[src/rtl/noc_flit_eject_rx.sv]
// noc_flit_eject_rx: receive end of a credit-based router link.
// Buffers flits in a small FIFO, returns one credit per drained flit and reassembles
// SERIALIZATION_FACTOR flits (LSB slice first) into one AXI-Stream beat.
// Optional statistics counters are enabled by defining NOC_EJECT_STATS_EN.
module noc_flit_eject_rx #(
    parameter int unsigned TDATA_WIDTH          = 128,
    parameter int unsigned SERIALIZATION_FACTOR = 1,
    parameter int unsigned DEST_WIDTH           = 6,
    parameter int unsigned TID_WIDTH            = 2,
    parameter int unsigned FLIT_BUFFER_DEPTH    = 2
) (
    input  logic                                    clk_noc,
    input  logic                                    rst_noc_sync,
    input  logic [TDATA_WIDTH/SERIALIZATION_FACTOR-1:0] data_in,
    input  logic [DEST_WIDTH-1:0]                   dest_in,
    input  logic                                    is_tail_in,
    input  logic                                    send_in,
    output logic                                    credit_out,
    output logic                                    axis_out_tvalid,
    input  logic                                    axis_out_tready,
    output logic [TDATA_WIDTH-1:0]                  axis_out_tdata,
    output logic                                    axis_out_tlast,
    output logic [TID_WIDTH-1:0]                    axis_out_tid,
    output logic [DEST_WIDTH-TID_WIDTH-1:0]         axis_out_tdest,
    output logic                                    overflow_err,
    output logic [31:0]                             stat_flits,
    output logic [31:0]                             stat_pkts
);

    localparam int unsigned FlitWidth = TDATA_WIDTH / SERIALIZATION_FACTOR;
    localparam int unsigned TdestWidth = DEST_WIDTH - TID_WIDTH;
    localparam int unsigned EntryWidth = FlitWidth + DEST_WIDTH + 1;
    localparam int unsigned PtrWidth = (FLIT_BUFFER_DEPTH > 1) ? $clog2(FLIT_BUFFER_DEPTH) : 1;
    localparam int unsigned CntWidth = $clog2(FLIT_BUFFER_DEPTH + 1);
    localparam int unsigned IdxWidth =
        (SERIALIZATION_FACTOR > 1) ? $clog2(SERIALIZATION_FACTOR) : 1;
    localparam logic [PtrWidth-1:0] LastPtr = PtrWidth'(FLIT_BUFFER_DEPTH - 1);
    localparam logic [CntWidth-1:0] DepthCnt = CntWidth'(FLIT_BUFFER_DEPTH);
    localparam logic [IdxWidth-1:0] LastIdx = IdxWidth'(SERIALIZATION_FACTOR - 1);

    // Flit FIFO storage and control
    logic [EntryWidth-1:0] mem_q [FLIT_BUFFER_DEPTH];
    logic [PtrWidth-1:0]   wr_ptr_q, rd_ptr_q;
    logic [CntWidth-1:0]   count_q, count_d;
    logic                  full, empty, push, pop, drop;
    logic [EntryWidth-1:0] head;
    logic [FlitWidth-1:0]  head_data;
    logic [DEST_WIDTH-1:0] head_dest;
    logic                  head_tail;

    // Beat assembly / output registers
    logic [TDATA_WIDTH-1:0] tdata_q, tdata_d;
    logic [TID_WIDTH-1:0]   tid_q, tid_d;
    logic [TdestWidth-1:0]  tdest_q, tdest_d;
    logic                   tlast_q, tlast_d;
    logic                   tvalid_q, tvalid_d;
    logic [IdxWidth-1:0]    idx_q, idx_d;
    logic                   credit_q, overflow_q;

    assign full  = (count_q == DepthCnt);
    assign empty = (count_q == '0);
    // A held beat blocks draining; an accepted beat frees the register in the same cycle.
    assign pop   = !empty && (!tvalid_q || axis_out_tready);
    // A full FIFO still accepts when a pop frees a slot in the same cycle.
    assign push  = send_in && (!full || pop);
    assign drop  = send_in && full && !pop;

    assign head      = mem_q[rd_ptr_q];
    assign head_data = head[EntryWidth-1 -: FlitWidth];
    assign head_dest = head[DEST_WIDTH:1];
    assign head_tail = head[0];

    // FIFO occupancy next state
    always_comb begin
        count_d = count_q;
        if (push && !pop) begin
            count_d = count_q + CntWidth'(1);
        end else if (pop && !push) begin
            count_d = count_q - CntWidth'(1);
        end
    end

    // FIFO pointers, occupancy, credit pulse and sticky overflow flag
    always_ff @(posedge clk_noc) begin
        if (rst_noc_sync) begin
            wr_ptr_q   <= '0;
            rd_ptr_q   <= '0;
            count_q    <= '0;
            credit_q   <= 1'b0;
            overflow_q <= 1'b0;
        end else begin
            count_q  <= count_d;
            credit_q <= pop;
            if (push) begin
                wr_ptr_q <= (wr_ptr_q == LastPtr) ? '0 : wr_ptr_q + PtrWidth'(1);
            end
            if (pop) begin
                rd_ptr_q <= (rd_ptr_q == LastPtr) ? '0 : rd_ptr_q + PtrWidth'(1);
            end
            if (drop) begin
                overflow_q <= 1'b1;
            end
        end
    end

    // FIFO payload storage; contents are don't-care while the pointers say empty
    always_ff @(posedge clk_noc) begin
        if (push) begin
            mem_q[wr_ptr_q] <= {data_in, dest_in, is_tail_in};
        end
    end

    // Place the popped flit into its slice; close the beat on the last slice or a tail
    always_comb begin
        tdata_d  = tdata_q;
        tid_d    = tid_q;
        tdest_d  = tdest_q;
        tlast_d  = tlast_q;
        tvalid_d = tvalid_q;
        idx_d    = idx_q;
        if (tvalid_q && axis_out_tready) begin
            tvalid_d = 1'b0;
        end
        if (pop) begin
            if (idx_q == '0) begin
                // First flit: clear stale slices so an early tail leaves zeros above it.
                tdata_d = '0;
                tid_d   = head_dest[DEST_WIDTH-1 -: TID_WIDTH];
                tdest_d = head_dest[TdestWidth-1:0];
            end
            for (int unsigned s = 0; s < SERIALIZATION_FACTOR; s++) begin
                if (IdxWidth'(s) == idx_q) begin
                    tdata_d[s*FlitWidth +: FlitWidth] = head_data;
                end
            end
            if (idx_q == LastIdx || head_tail) begin
                tvalid_d = 1'b1;
                tlast_d  = head_tail;
                idx_d    = '0;
            end else begin
                idx_d = idx_q + IdxWidth'(1);
            end
        end
    end

    // Assembly and output beat registers
    always_ff @(posedge clk_noc) begin
        if (rst_noc_sync) begin
            tdata_q  <= '0;
            tid_q    <= '0;
            tdest_q  <= '0;
            tlast_q  <= 1'b0;
            tvalid_q <= 1'b0;
            idx_q    <= '0;
        end else begin
            tdata_q  <= tdata_d;
            tid_q    <= tid_d;
            tdest_q  <= tdest_d;
            tlast_q  <= tlast_d;
            tvalid_q <= tvalid_d;
            idx_q    <= idx_d;
        end
    end

    assign credit_out      = credit_q;
    assign overflow_err    = overflow_q;
    assign axis_out_tvalid = tvalid_q;
    assign axis_out_tdata  = tdata_q;
    assign axis_out_tlast  = tlast_q;
    assign axis_out_tid    = tid_q;
    assign axis_out_tdest  = tdest_q;

`ifdef NOC_EJECT_STATS_EN
    logic [31:0] stat_flits_q, stat_pkts_q;

    // Accepted-flit and delivered-packet counters, wrapping modulo 2^32
    always_ff @(posedge clk_noc) begin
        if (rst_noc_sync) begin
            stat_flits_q <= '0;
            stat_pkts_q  <= '0;
        end else begin
            if (push) begin
                stat_flits_q <= stat_flits_q + 32'd1;
            end
            if (tvalid_q && axis_out_tready && tlast_q) begin
                stat_pkts_q <= stat_pkts_q + 32'd1;
            end
        end
    end

    assign stat_flits = stat_flits_q;
    assign stat_pkts  = stat_pkts_q;
`else
    assign stat_flits = '0;
    assign stat_pkts  = '0;
`endif

endmodule
[config.mk]
export PLATFORM = sky130hd
export DESIGN_NAME = noc_flit_eject_rx
export DESIGN_NICKNAME = d
export VERILOG_FILES = /design/src/rtl/noc_flit_eject_rx.sv
export SDC_FILE = /design/constraint.sdc
export NUM_CORES = 1
export LEC_CHECK = 0
export CAP_MARGIN = 20
export CORE_ASPECT_RATIO = 1.4
export CORE_UTILIZATION = 43
export DETAILED_ROUTE_END_ITERATION = 8
export GPL_TIMING_DRIVEN = 0
export HOLD_SLACK_MARGIN = 0.03
export PLACE_DENSITY = 0.78
export SETUP_SLACK_MARGIN = 0.5
export SLEW_MARGIN = 40
export SYNTH_ARGS = -nofsm -noshare
export SYNTH_HDL_FRONTEND = slang
export SYNTH_SLANG_ARGS = --single-unit
[constraint.sdc]
create_clock -name clk_noc -period 8.8 [get_ports clk_noc]
set_input_delay 0.88 -clock clk_noc [delete_from_list [all_inputs] [get_ports clk_noc]]
set_output_delay 0.88 -clock clk_noc [all_outputs]
set_load 0.05 [all_outputs]
==> reports/metrics.cfg <==
[critical_path]
path_cells=clkdlybuf4s50_1
cp.required_ns=7.92
reg2reg_depth=6
r2r-start=count_q[0]
critPathMaxStageDelay_ns=0.85
critPathSlowestCell=clkdlybuf4s50_1
arrival_ns=1.76
cp_max_fo=4
critPathBufInv=1
reg2reg_to=mem_q[0][132]
critPathKind=reg2out
r2r_slack_ns=6.65
crit_path_start_kind=flop
crit_family=buffers and inverters
cp-end-kind=primary output

[cts]
insertion_delay_ns=0.54
root_buffer=clkbuf_16
ctsHoldBuffers=0
cts-resized-gates=0
clkTransAtPathRegs_ns=0.06
clk_path_buf_depth=3
clock_sinks=414
cts_buffers=39
post_cts_buffers=0
cts_tree=built
htreeDepth=2

[sta]
setup_violations=0
drv_slew=0
skew_ns=0.0222
hold_viol_final=0
fmax_mhz=379
fin_crit_sh=0.300
min_period_ns=2.64
tightestPinTransition_ns=0.669
timing.final.ws_setup_ns=6.16
tns_ns=0
slew_headroom=0.554
rsz0062_at_grt=no

[die]
io_pins=341
die_h_um=230
start_util=0.437
row_count=83
coreArea_sq_um=36700
die_w_um=165
die_area_sq_um=38000

[synthesis]
synth_area_leaders=edfxtp_1 (51%), dfxtp_1 (18%), mux2_2 (9.5%), a211oi_1 (5.8%), nor4_1 (5.2%)
synthSimpleGateAreaFrac=0.0589
synth-edff-count=270
synth_top_family_by_area=multiplexers
ys_types=28
syn_area_sq_um=16000
netlist_instances=1139
synth_fa_ha_area_frac=0.000782
synth_top_area_share=0.507
seq_area_frac_synth=0.687
synth_ff_type=edfxtp_1
synth_most_common_cell=edfxtp_1
yosys.area.top_type=edfxtp_1
synth_commonest_cells=edfxtp_1 (270), dfxtp_1 (144), mux2_2 (135)
syn_avg_cell_area_sq_um=14.1
synth-seq-cells=414
ys_warn_count=0
synth_xor_area_frac=0.00109
synth_compound_area_frac=0.0696
synthArstFlopShare=0
synth.mux.area_fraction=0.0956

[global_routing]
antenna_found_initial=10
grt_first_pass_wirelength_um=60500
groute.usage.overall=0.208
grt_max_degree=39
grt_pass1_vias=10780
grt_overflow_total=0

[power]
leakage_uw=0.00743
power.density_nw_per_um2=353
ir_drop_mv=0.248
total_power_uw=7470

[place]
place_hpwl_um=28200
portBuffers=275
pre_cts_ws_ns=5.70
gp_congestion=0.819

[routing]
vias=10513
initialDrtViolationCount=640
avgViaCountPerCell=5.16
drt_pre_antenna_iters=7
routed_wl_um=39900
routedWlPerCell_um=19.6
antenna_left=0
drc=0

[final_layout]
area_growth_pct=32.3
drive_gt1_frac=0.194
fin_nets=1671

[status]
status=finished, final reports clean

[min_path]
holdPathStages=2
hp-start=axis_out_tdata[67]
hold_path_class=reg2reg
hold_path_end=axis_out_tdata[67]

[run]
maxCapViolCount=0

## final cells by class
cell class	count	area, sq um
Antenna cell	9	22.5
Buffer	155	895
Clock buffer	56	1130
Clock inverter	15	140
Fill cell	2897	15500
Inverter	134	503
Multi-Input combinational cell	499	3870
Sequential cell	414	11000
Tap cell	467	584
Timing Repair Buffer	288	3040
## cells by family after synthesis
kind of cell	Yosys count
xor+xnor	2
fa+ha+maj	1
other cells	1
compound gates	144
simple gates	152
mux	136
flops	414
buf+inv	289
## where the power goes
part	switching (uW)	leakage [uW]	internal (uW)
Combinational	2040	0.00309	1110
Sequential	193	0.00373	2460
Clock	709	0.000620	957
Total	2940	0.00743	4530
## per-stage QoR
| step | cell area [sq um] | hold slack, ns | utilization | instances |
|---|---|---|---|---|
| 2_1_floorplan | 16200 | 0.476 | - | 1202 |
| 3_3_place_gp | 19600 | 0.445 | 0.534 | 1944 |
| 3_5_place_dp | 19900 | 0.446 | 0.542 | 1957 |
| 4_1_cts | 21200 | 0.456 | 0.577 | 2028 |
| 5_1_grt | 21200 | 0.472 | 0.578 | 2037 |
| 6_report | 21200 | 0.457 | 0.578 | 2037 |
## routing by layer
metal	vias to the layer above	GRT usage	part of all wire
li1	4898	-	-
met1	5112	0.235	0.37
met2	402	0.370	0.53
met3	101	0.0379	0.062
met4	0	0.103	0.043
met5	-	0	0
## worst max-delay path by stage
stage          cells past startpoint  slack [ns]          startpoint                 end
2_1_floorplan                      3        1.05     axis_out_tready         mem_q[0][0]
3_3_place_gp                       4       -3.27     axis_out_tready       mem_q[0][122]
3_5_place_dp                       7        5.70     axis_out_tready       mem_q[0][122]
4_1_cts                            1        6.11  axis_out_tdata[68]  axis_out_tdata[68]
5_1_grt                            1        6.07  axis_out_tdata[68]  axis_out_tdata[68]
6_report                           1        6.16     axis_out_tvalid     axis_out_tvalid
## sequential cells by signal (all words and copies together), names as in the netlist, named ones only
signal / flops
axis_out_tdata: 128
axis_out_tdest: 4
axis_out_tid: 2
axis_out_tlast: 1
axis_out_tvalid: 1
count_q: 2
credit_out: 1
idx_q: 1
mem_q: 270
overflow_err: 1
rd_ptr_q: 1
wr_ptr_q: 1
## cells in the final DEF, fill, tap and decap left out, types with 9 or more instances in the layout
cell,Yosys,final
buf_4,65,65
nor4_1,134,134
inv_1,134,134
a211oi_1,124,124
clkdlybuf4s50_1,0,275
buf_2,11,11
a211oi_2,10,10
edfxtp_1,270,270
conb_1,1,64
clkbuf_1,70,77
dfxtp_1,144,144
diode_2,0,9
clkbuf_16,0,40
mux2_2,135,135
## worst reg2reg max path, cell delays in order, from the launching register on
cell and delay, ns:
dfxtp_1 0.42, nor4bb_1 0.10, nor2b_1 0.29, nor2b_4 0.41, buf_8 0.25, buf_8 0.20
buf_16 0.17
Power figures use the tool's default switching activity.
